## config.mk

```make
export PLATFORM = sky130hd
export DESIGN_NAME = life_window
export DESIGN_NICKNAME = d
export VERILOG_FILES = /design/src/rtl/life_pkg.sv /design/src/rtl/life_linebuf.sv /design/src/rtl/life_window.sv
export SDC_FILE = /design/constraint.sdc
export NUM_CORES = 1
export LEC_CHECK = 0
export BUFFER_PORTS_ARGS = -buffer_cell sky130_fd_sc_hd__buf_2
export CORE_MARGIN = 8
export CORE_UTILIZATION = 53
export DETAILED_ROUTE_END_ITERATION = 6
export GPL_TIMING_DRIVEN = 0
export PLACE_DENSITY = 0.76
export SKIP_LAST_GASP = 1
export SLEW_MARGIN = 20
export SYNTH_ARGS = -nofsm -noshare
export SYNTH_HDL_FRONTEND = slang
export SYNTH_SLANG_ARGS = --single-unit
```

## constraint.sdc

```tcl
create_clock -name clk -period 1.6 [get_ports clk]
set_clock_uncertainty 0.1 [all_clocks]
set_input_delay 0 -clock clk [delete_from_list [all_inputs] [get_ports clk]]
set_output_delay 0 -clock clk [all_outputs]
set_load 0.01 [all_outputs]
```

## src/rtl/life_pkg.sv

```systemverilog
// Shared definitions for the Game-of-Life datapath: neighbour bit positions
// (also used by the rule evaluator) and the scan state encoding.
package life_pkg;

    // Neighbour bit positions inside the 8-bit neighbour vector.
    localparam int NB_NW = 0;
    localparam int NB_N  = 1;
    localparam int NB_NE = 2;
    localparam int NB_W  = 3;
    localparam int NB_E  = 4;
    localparam int NB_SW = 5;
    localparam int NB_S  = 6;
    localparam int NB_SE = 7;

    // Virtual scan over the padded grid: real cells, east pad column, south pad row.
    typedef enum logic [1:0] {
        LOAD  = 2'd0,
        EDGE  = 2'd1,
        DRAIN = 2'd2
    } scan_state_t;

endpackage

```

## src/rtl/life_linebuf.sv

```systemverilog
// One grid row of cell history as a WIDTH-bit shift register. A bit shifted
// in at column c reappears at dout exactly WIDTH shifts later, i.e. at the
// same column of the next row.
module life_linebuf #(
    parameter int WIDTH = 16
) (
    input  logic clk,
    input  logic rst,
    input  logic en,
    input  logic clr,
    input  logic din,
    output logic dout
);

    logic [WIDTH-1:0] row_q;

    assign dout = row_q[WIDTH-1];

    // Shift one cell per enabled step; clear wipes the whole row at frame end.
    always_ff @(posedge clk or posedge rst) begin
        // NOTE: the row store is reset like any other state; it is only WIDTH flops and a known-zero row -1 depends on it.
        if (rst) begin
            row_q <= '0;
        end else if (clr) begin
            row_q <= '0;
        end else if (en) begin
            // NOTE: non-blocking assignment so every flop samples pre-edge values regardless of statement order.
            row_q <= {row_q[WIDTH-2:0], din};
        end
    end

endmodule

```

## src/rtl/life_window.sv

```systemverilog
// Streaming 3x3 neighbourhood generator. Scans a grid padded with one dead
// column on the east and one dead row on the south, so every real cell is
// emitted once its full neighbourhood has been seen.
module life_window
    import life_pkg::*;
#(
    parameter int WIDTH  = 16,
    parameter int HEIGHT = 16
) (
    input  logic       clk,
    input  logic       rst,
    input  logic       in_valid,
    output logic       in_ready,
    input  logic       in_cell,
    output logic       out_valid,
    input  logic       out_ready,
    output logic       out_self,
    output logic [7:0] out_neighbors,
    output logic       out_last
);

    localparam int CW = $clog2(WIDTH + 1);
    localparam int RW = $clog2(HEIGHT + 1);
    localparam logic [CW-1:0] COL_PAD  = CW'(WIDTH);
    localparam logic [CW-1:0] COL_LAST = CW'(WIDTH - 1);
    localparam logic [RW-1:0] ROW_PAD  = RW'(HEIGHT);
    localparam logic [RW-1:0] ROW_LAST = RW'(HEIGHT - 1);

    scan_state_t   state, state_next;
    logic [CW-1:0] col, col_next;
    logic [RW-1:0] row, row_next;

    logic step, emit, new_bit, keep_left;
    logic line_en, line_clr, line1_q, line2_q, up1, up2;

    // Window columns: [0] = c-2 (west), [1] = c-1 (centre), [2] = c (east).
    // Rows: top = r-2, mid = r-1, bot = r. The window doubles as the output
    // payload register: it moves only on a step, and no step can fire while
    // a payload is stalled.
    logic [2:0] win_top, win_mid, win_bot;

    assign step      = (!out_valid || out_ready) && (state != LOAD || in_valid);
    assign in_ready  = (state == LOAD) && (!out_valid || out_ready);
    assign emit      = step && (row != '0) && (col != '0);
    assign new_bit   = (state == LOAD) && in_cell;
    assign keep_left = (col != '0);

    // The pad column reads dead cells from both row stores.
    assign line_en  = step && (col != COL_PAD);
    assign line_clr = step && (state == DRAIN) && (col == COL_PAD);
    assign up1      = (col != COL_PAD) && line1_q;
    assign up2      = (col != COL_PAD) && line2_q;

    life_linebuf #(.WIDTH(WIDTH)) u_line1 (
        .clk  (clk),
        .rst  (rst),
        .en   (line_en),
        .clr  (line_clr),
        .din  (new_bit),
        .dout (line1_q)
    );

    life_linebuf #(.WIDTH(WIDTH)) u_line2 (
        .clk  (clk),
        .rst  (rst),
        .en   (line_en),
        .clr  (line_clr),
        .din  (line1_q),
        .dout (line2_q)
    );

    // Scan position and state register.
    always_ff @(posedge clk or posedge rst) begin
        if (rst) begin
            state <= LOAD;
            row   <= '0;
            col   <= '0;
        end else begin
            state <= state_next;
            row   <= row_next;
            col   <= col_next;
        end
    end

    // Next scan position: walk the (HEIGHT+1) x (WIDTH+1) padded grid.
    always_comb begin
        // NOTE: every output of this block gets a default first, so no path can infer a latch.
        state_next = state;
        row_next   = row;
        col_next   = col;
        if (step) begin
            unique case (state)
                LOAD: begin
                    if (col == COL_LAST) begin
                        col_next   = COL_PAD;
                        state_next = EDGE;
                    end else begin
                        col_next = col + 1'b1;
                    end
                end
                EDGE: begin
                    col_next = '0;
                    if (row == ROW_LAST) begin
                        row_next   = ROW_PAD;
                        state_next = DRAIN;
                    end else begin
                        row_next   = row + 1'b1;
                        state_next = LOAD;
                    end
                end
                DRAIN: begin
                    if (col == COL_PAD) begin
                        col_next   = '0;
                        row_next   = '0;
                        state_next = LOAD;
                    end else begin
                        col_next = col + 1'b1;
                    end
                end
                default: state_next = LOAD;
            endcase
        end
    end

    // Shift a new column into the window; at column 0 the west side is cleared.
    always_ff @(posedge clk or posedge rst) begin
        if (rst) begin
            win_top <= '0;
            win_mid <= '0;
            win_bot <= '0;
        end else if (step) begin
            win_top <= {up2,     win_top[2], win_top[1] & keep_left};
            win_mid <= {up1,     win_mid[2], win_mid[1] & keep_left};
            win_bot <= {new_bit, win_bot[2], win_bot[1] & keep_left};
        end
    end

    // Output valid and last-cell flag follow the emitting steps.
    always_ff @(posedge clk or posedge rst) begin
        if (rst) begin
            out_valid <= 1'b0;
            out_last  <= 1'b0;
        end else if (emit) begin
            out_valid <= 1'b1;
            out_last  <= (row == ROW_PAD) && (col == COL_PAD);
        end else if (out_ready) begin
            out_valid <= 1'b0;
        end
    end

    assign out_self = win_mid[1];

    // Map the eight non-centre window bits onto the evaluator's neighbour order.
    always_comb begin
        out_neighbors        = '0;
        out_neighbors[NB_NW] = win_top[0];
        out_neighbors[NB_N]  = win_top[1];
        out_neighbors[NB_NE] = win_top[2];
        out_neighbors[NB_W]  = win_mid[0];
        out_neighbors[NB_E]  = win_mid[2];
        out_neighbors[NB_SW] = win_bot[0];
        out_neighbors[NB_S]  = win_bot[1];
        out_neighbors[NB_SE] = win_bot[2];
    end

endmodule

```

==> qor.csv, run 1 <==
metric,value,unit
syn_nets,214,
post-synthesis sequential area ratio,56.5,%
clk sinks,55,
DR DRC count,0,
Ys Warns,0,
Yosys top cell by area,dfrtp_1,
routed vias/inst,5.93,
Initial Util,55.6,%
Final setup violation count,47,
FP Rows,24,
fin cells,305,
post-synthesis cell count,199,
Post-Route WL,5.56,mm
critical path class,register to register,
Avg Inst Size Synth,12.2,µm²
area of placed instances,2640,µm²
GPL Wtd Cong,0.813,
"Core Util, Final",72.2,%
Worst EP required,1.71,ns
post-place setup slack,-0.206,ns
final slew viol count,0,
Detailed Place HPWL,3.19,mm
status,"finished, violations left",
H-tree Lvls,2,
Total Die Area,7020,µm²
largest net degree at the start of global routing,31,
CP max-delay cell,or4b_4,
hold slack,0.0937,ns
final hold violations,0,
minimum clock period,1.74,ns
worst-path maximum fanout,4,
Arrival @ worst endpoint,1.85,ns
violated checks,negative setup slack,
Worst Tran Pin Value,0.556,ns
Die Wd,83.8,µm
Pre-Repair DR Iteration Count,4,
Max clock buf depth,2,
Filler Cells Inserted,285,
fin crit share,109,%
crit start category,register,
Inserted Clock Buffers,5,
initial antenna violation count,0,
pwr/cell area,1770,nW/µm²
DR WL/cell,18.2,µm
Worst-Skew Late Latency,0.31,ns
synth top area cells,"dfrtp_1, a22o_1, ha_1",
post-synthesis register bit count,55,
setup ws final,-0.144,ns
top cell type's share of synthesized area,56.5,%
RSZ-0062 raised after global routing,true,
area grow syn2layout,29.8,%
root buf cell,clkbuf_8,
ANT nets after route,0,
Max Cap Violations,0,
Leakage,1.53,nW
Antenna Cells,0,
Synth Cell Area,2440,µm²
worst-path cell chain,"inv_2, ha_4, or4b_4, and3_4, a22o_1",
Max stage delay on crit path,0.49,ns
Die Y,83.8,µm
Boundary Pins,17,
nets,267,
total global-route track usage,14.2,%
post-synthesis async set-or-reset flop share,100,%
post-route cell area,3160,µm²
hold_sp,out_ready,
Worst R2R Start,col[0],
CP endpoint kind,register,
core area,4380,µm²
fraction of layout cells with a size suffix above 1,39.9,%
CTS tree,done,
Min-Delay Path Class,input port to register,
vias in the first global route,1769,
drt first-iter violations,81,
Vias,1809,
Port Buffers,16,
Critical Path Start,col[0],
Slew Limit Headroom,62.9,%
Post-synth EDFFs,0,
first-pass GRT wire length,8.35,mm
Fmax,0.574,GHz
Synth cell types,42,
placed cells,268,
"Primary FF master, synth",dfrtp_1,
Peak VDD IR,719,µV
gr ovfl total,0,
Worst-path clk slew,0.10,ns
synthesized netlist by cell type, types with 2 or more instances:
library cell / number
o2bb2ai_1: 3
a22o_1: 38
nand2_1: 17
nor2_1: 3
nand2b_1: 4
o22ai_1: 2
o21ai_1: 2
buf_6: 4
ha_1: 10
nand3_1: 4
and2_1: 2
and3_1: 4
buf_2: 5
o21ai_0: 5
dfrtp_1: 55
nand4_1: 2
mux2i_1: 3
inv_1: 11
a32o_1: 2
critical path: cells and delay by family (launching register included):
family | cells | cell delay, ns
simple gates | 2 | 0.69
flops | 1 | 0.44
compound gates | 1 | 0.18
fa+ha+maj | 1 | 0.15
buf+inv | 1 | 0.08
worst paths after layout:
check                                          to  slack (ns)  depth (start not counted)
max in group asynchronous                  row[1]        0.68                          4
worst max-delay path                   win_top[0]       -0.14                          5
worst max register to register         win_top[0]       -0.14                          5
worst min register to register  u_line1.row_q[14]        0.41                          1
worst min-delay path                    out_valid        0.09                          4
min in group asynchronous       u_line2.row_q[13]        0.18                          3
what timing repair did:
action / in CTS / in global routing
pin swaps: 5 / 10
hold buffers: 2 / 0
endpoints found under the setup margin: 48 / 51
hold endpoints to repair: 27 / 0
gates cloned: 1 / 2
gates resized for setup: 19 / 31
setup buffers: 12 / 12
through the flow:
step | power (mW) | TNS [ns]
finish | 5.60 | -3.53
floorplan | 3.44 | -0.0761
detailed placement | 3.90 | -6.45
CTS | 5.14 | -3.27
global placement | 3.83 | -31.16
global route | 5.94 | -6.85
flip-flops by register name, indices dropped and copies added (netlist names):
signal         flops
win_mid            3
u_line1.row_q     16
out_last           1
row                5
out_valid          1
col                5
win_bot            3
u_line2.row_q     16
state              2
win_top            3
layout by cell type, fill, tap and decap left out, drive strengths merged:
master	count
dfrtp	55
nand2b	5
a2bb2oi	1
nor4	1
nand2	18
o2bb2ai	3
or4b	1
inv	12
ha	10
a221oi	1
a21oi	1
nor2b	1
a22o	38
bufinv	1
nor2	4
mux2	1
o21a	1
nand3	4
nand4	2
nand4bb	1
o22ai	2
a31oi	1
dlygate4sd3	2
o21ai	8
buf	55
and3b	1
or2	1
a32o	2
a31o	1
clkbuf	6
o2111ai	1
and2	2
and3	5
and4bb	1
mux2i	3
nor3	1
power breakdown:
group          switching (mW)  leakage, nW  internal [mW]  total [mW]
Combinational            1.17        0.746           1.33        2.50
Sequential              0.344        0.723           1.82        2.17
Clock                   0.458       0.0558          0.473       0.931
area by class of cell:
class                           count  area [µm²]  share of cell area [%]
Sequential cell                    55        1380                    43.5
Buffer                             11         104                    3.28
Clock inverter                      2        38.8                    1.23
Inverter                           11        41.3                    1.30
Timing Repair Buffer               46         358                    11.3
Clock buffer                        6        72.6                    2.29
Multi-Input combinational cell    122        1110                    35.0
Tap cell                           52        65.1                    2.06
cells by family (layout without fill, tap and decap cells):
kind of cell,Yosys count,in the layout,synth area share (%)
muxes,4,4,1.69
and+or+nand+nor,48,48,11.0
DFF,55,55,56.5
buffers and inverters,22,76,5.03
AOI/OAI and AO/OA,60,60,20.6
adders and majority gates,10,10,5.13
metal layers:
| layer | up-vias | wire (µm) | track usage, % |
|---|---|---|---|
| li1 | 839 | - | - |
| met1 | 908 | 2450 | 18.3 |
| met2 | 51 | 2720 | 22.2 |
| met3 | 11 | 302 | 3.91 |
| met4 | 0 | 82 | 4.55 |
| met5 | - | 0 | 0 |
Power figures use the tool's default switching activity.
==> run 2, diff against run 1 <==
--- a/config.mk
+++ b/config.mk
@@ -7,10 +7,10 @@
 export LEC_CHECK = 0
 export BUFFER_PORTS_ARGS = -buffer_cell sky130_fd_sc_hd__buf_2
 export CORE_MARGIN = 8
-export CORE_UTILIZATION = 53
+export CORE_UTILIZATION = 45
 export DETAILED_ROUTE_END_ITERATION = 6
 export GPL_TIMING_DRIVEN = 0
-export PLACE_DENSITY = 0.76
+export PLACE_DENSITY = 0.67
 export SKIP_LAST_GASP = 1
 export SLEW_MARGIN = 20
 export SYNTH_ARGS = -nofsm -noshare
==> run 2 against run 1 <==
The run still ends with negative setup slack left. Maximum frequency is 1.4% higher. Sequential share of layout area is 1.9 points lower. Final cell count is 7.9% higher. First-iteration DRC count is 11% lower. Sequential power hardly changed. Count of clock-buffer cells in the layout stayed put. Routed wire length is 0.76% lower. Combinational power is 9.2% higher. Die area is 14% higher. Worst setup slack better by 0.025 ns. Largest power group unchanged.
==> qor.csv, run 2 (same netlist as run 1, synthesis figures left out) <==
metric,value,unit
largest registers,"u_line1.row_q x16, u_line2.row_q x16",
total chip power,5.83,mW
drt first-iter violations,72,
H-tree Lvls,2,
Filler Cells Inserted,374,
most frequent cells in the layout,"dfrtp_1, a22o_1, buf_4",
largest net degree at the start of global routing,56,
first-pass GRT wire length,9.03,mm
Top delay family on crit path,simple AND/OR/NAND/NOR gates,
Die Y,89.6,µm
Final setup violation count,46,
final slew viol count,0,
Boundary Pins,17,
worst-path cell chain,"inv_2, ha_4, or4b_4, and3_4, a22o_1",
DR DRC count,0,
clk sinks,55,
GPL Wtd Cong,0.775,
Min-Delay Path Class,input port to register,
violated checks,negative setup slack,
FP Rows,26,
Max clock buf depth,2,
Worst-path clk slew,0.10,ns
Vias,1796,
placed cells,285,
Fmax,0.582,GHz
fin cells,329,
Die Wd,89.6,µm
Multi-input gate area,1140,µm²
Post-Route WL,5.52,mm
worst-path maximum fanout,5,
CTS tree,done,
Total Die Area,8030,µm²
core area,5170,µm²
fraction of layout cells with a size suffix above 1,41.3,%
DR WL/cell,16.8,µm
critical path class,register to register,
fin crit share,107,%
Worst Tran Pin Value,0.662,ns
initial antenna violation count,0,
gr ovfl total,0,
Antenna Cells,0,
Pre-Repair DR Iteration Count,4,
routed vias/inst,5.46,
post-route cell area,3310,µm²
Leakage,1.57,nW
ANT nets after route,0,
Worst EP required,1.70,ns
root buf cell,clkbuf_8,
crit start category,register,
pwr/cell area,1760,nW/µm²
CP endpoint kind,register,
FF+latch area,1380,µm²
total global-route track usage,14.5,%
nets,273,
critical path buffer and inverter count,1,
area of placed instances,2640,µm²
Initial Util,47.1,%
Setup TNS,-3.80,ns
vias in the first global route,1831,
Inserted Clock Buffers,5,
area grow syn2layout,35.9,%
Slew Limit Headroom,55.8,%
Arrival @ worst endpoint,1.82,ns
minimum clock period,1.72,ns
Worst-Skew Late Latency,0.30,ns
Max Cap Violations,0,
"most common cell after layout, fill and taps aside",dfrtp_1,
Max stage delay on crit path,0.48,ns
Port Buffers,16,
CP max-delay cell,or4b_4,
final hold violations,0,
Peak VDD IR,1050,µV
Detailed Place HPWL,3.08,mm
setup ws final,-0.119,ns
status,"finished, violations left",
RSZ-0062 raised after global routing,true,
[run 2: cell types whose count changed in the layout (fill, tap and decap cells not counted), sizes merged]
cell,before,now
buf,55,61
[run 2: area by class of cell]
cell class                      count  area share [%]
Clock inverter                      2            1.17
Clock buffer                        6            2.19
Buffer                              9            3.02
Tap cell                           70            2.64
Sequential cell                    55            41.6
Inverter                           11            1.32
Multi-Input combinational cell    122            34.6
Timing Repair Buffer               54            13.5
[run 2: path summary, 6_finish.rpt]
| check | startpoint | end | slack (ns) | cells after the start |
|---|---|---|---|---|
| min in group asynchronous | rst | win_mid[1] | 0.25 | 3 |
| worst max-delay path | col[0] | win_top[0] | -0.12 | 5 |
| max in group asynchronous | rst | col[0] | 0.67 | 3 |
| worst min-delay path | out_ready | out_valid | 0.13 | 4 |
| worst max register to register | col[0] | win_top[0] | -0.12 | 5 |
| worst min register to register | row[4] | row[4] | 0.40 | 1 |
[run 2: metrics by stage]
step,setup slack [ns],util (%),hold WS (ns)
after global placement,-0.522,51.0,0.168
after CTS,-0.123,60.5,0.122
final,-0.119,64.1,0.132
after detailed placement,-0.254,51.1,0.0474
after floorplan,-0.0254,-,0.0377
after global routing,-0.163,64.1,0.144
[run 2: worst register-to-register path: cells and delay by family (launching register included)]
family / cells / cell delay [ns]
AND/OR/NAND/NOR: 2 / 0.69
adder cells (fa/ha/maj): 1 / 0.13
AO/OA/AOI/OAI: 1 / 0.18
flip-flops: 1 / 0.46
buffers and inverters: 1 / 0.08
[run 2: power breakdown]
part | internal (mW) | total (mW) | leakage (nW) | switching [mW]
Combinational | 1.52 | 2.73 | 0.796 | 1.21
Sequential | 1.83 | 2.17 | 0.722 | 0.344
Clock | 0.474 | 0.928 | 0.0558 | 0.454
[run 2: repair_timing]
action,4_1_cts,5_1_grt
buffers inserted,18,14
pin swaps,27,31
resized for setup,47,23
endpoints found under the hold margin,57,0
gates cloned,6,0
hold buffers,2,0
endpoints found under the setup margin,50,51
[run 2: per-layer routing]
metal,wire length [µm],part of all wire (%),track usage [%],vias up
met4,49,0.89,3.63,0
met2,2650,48,23.1,30
met5,0,0,0,-
li1,-,-,-,854
met1,2580,47,19.3,910
met3,239,4.3,3.18,2
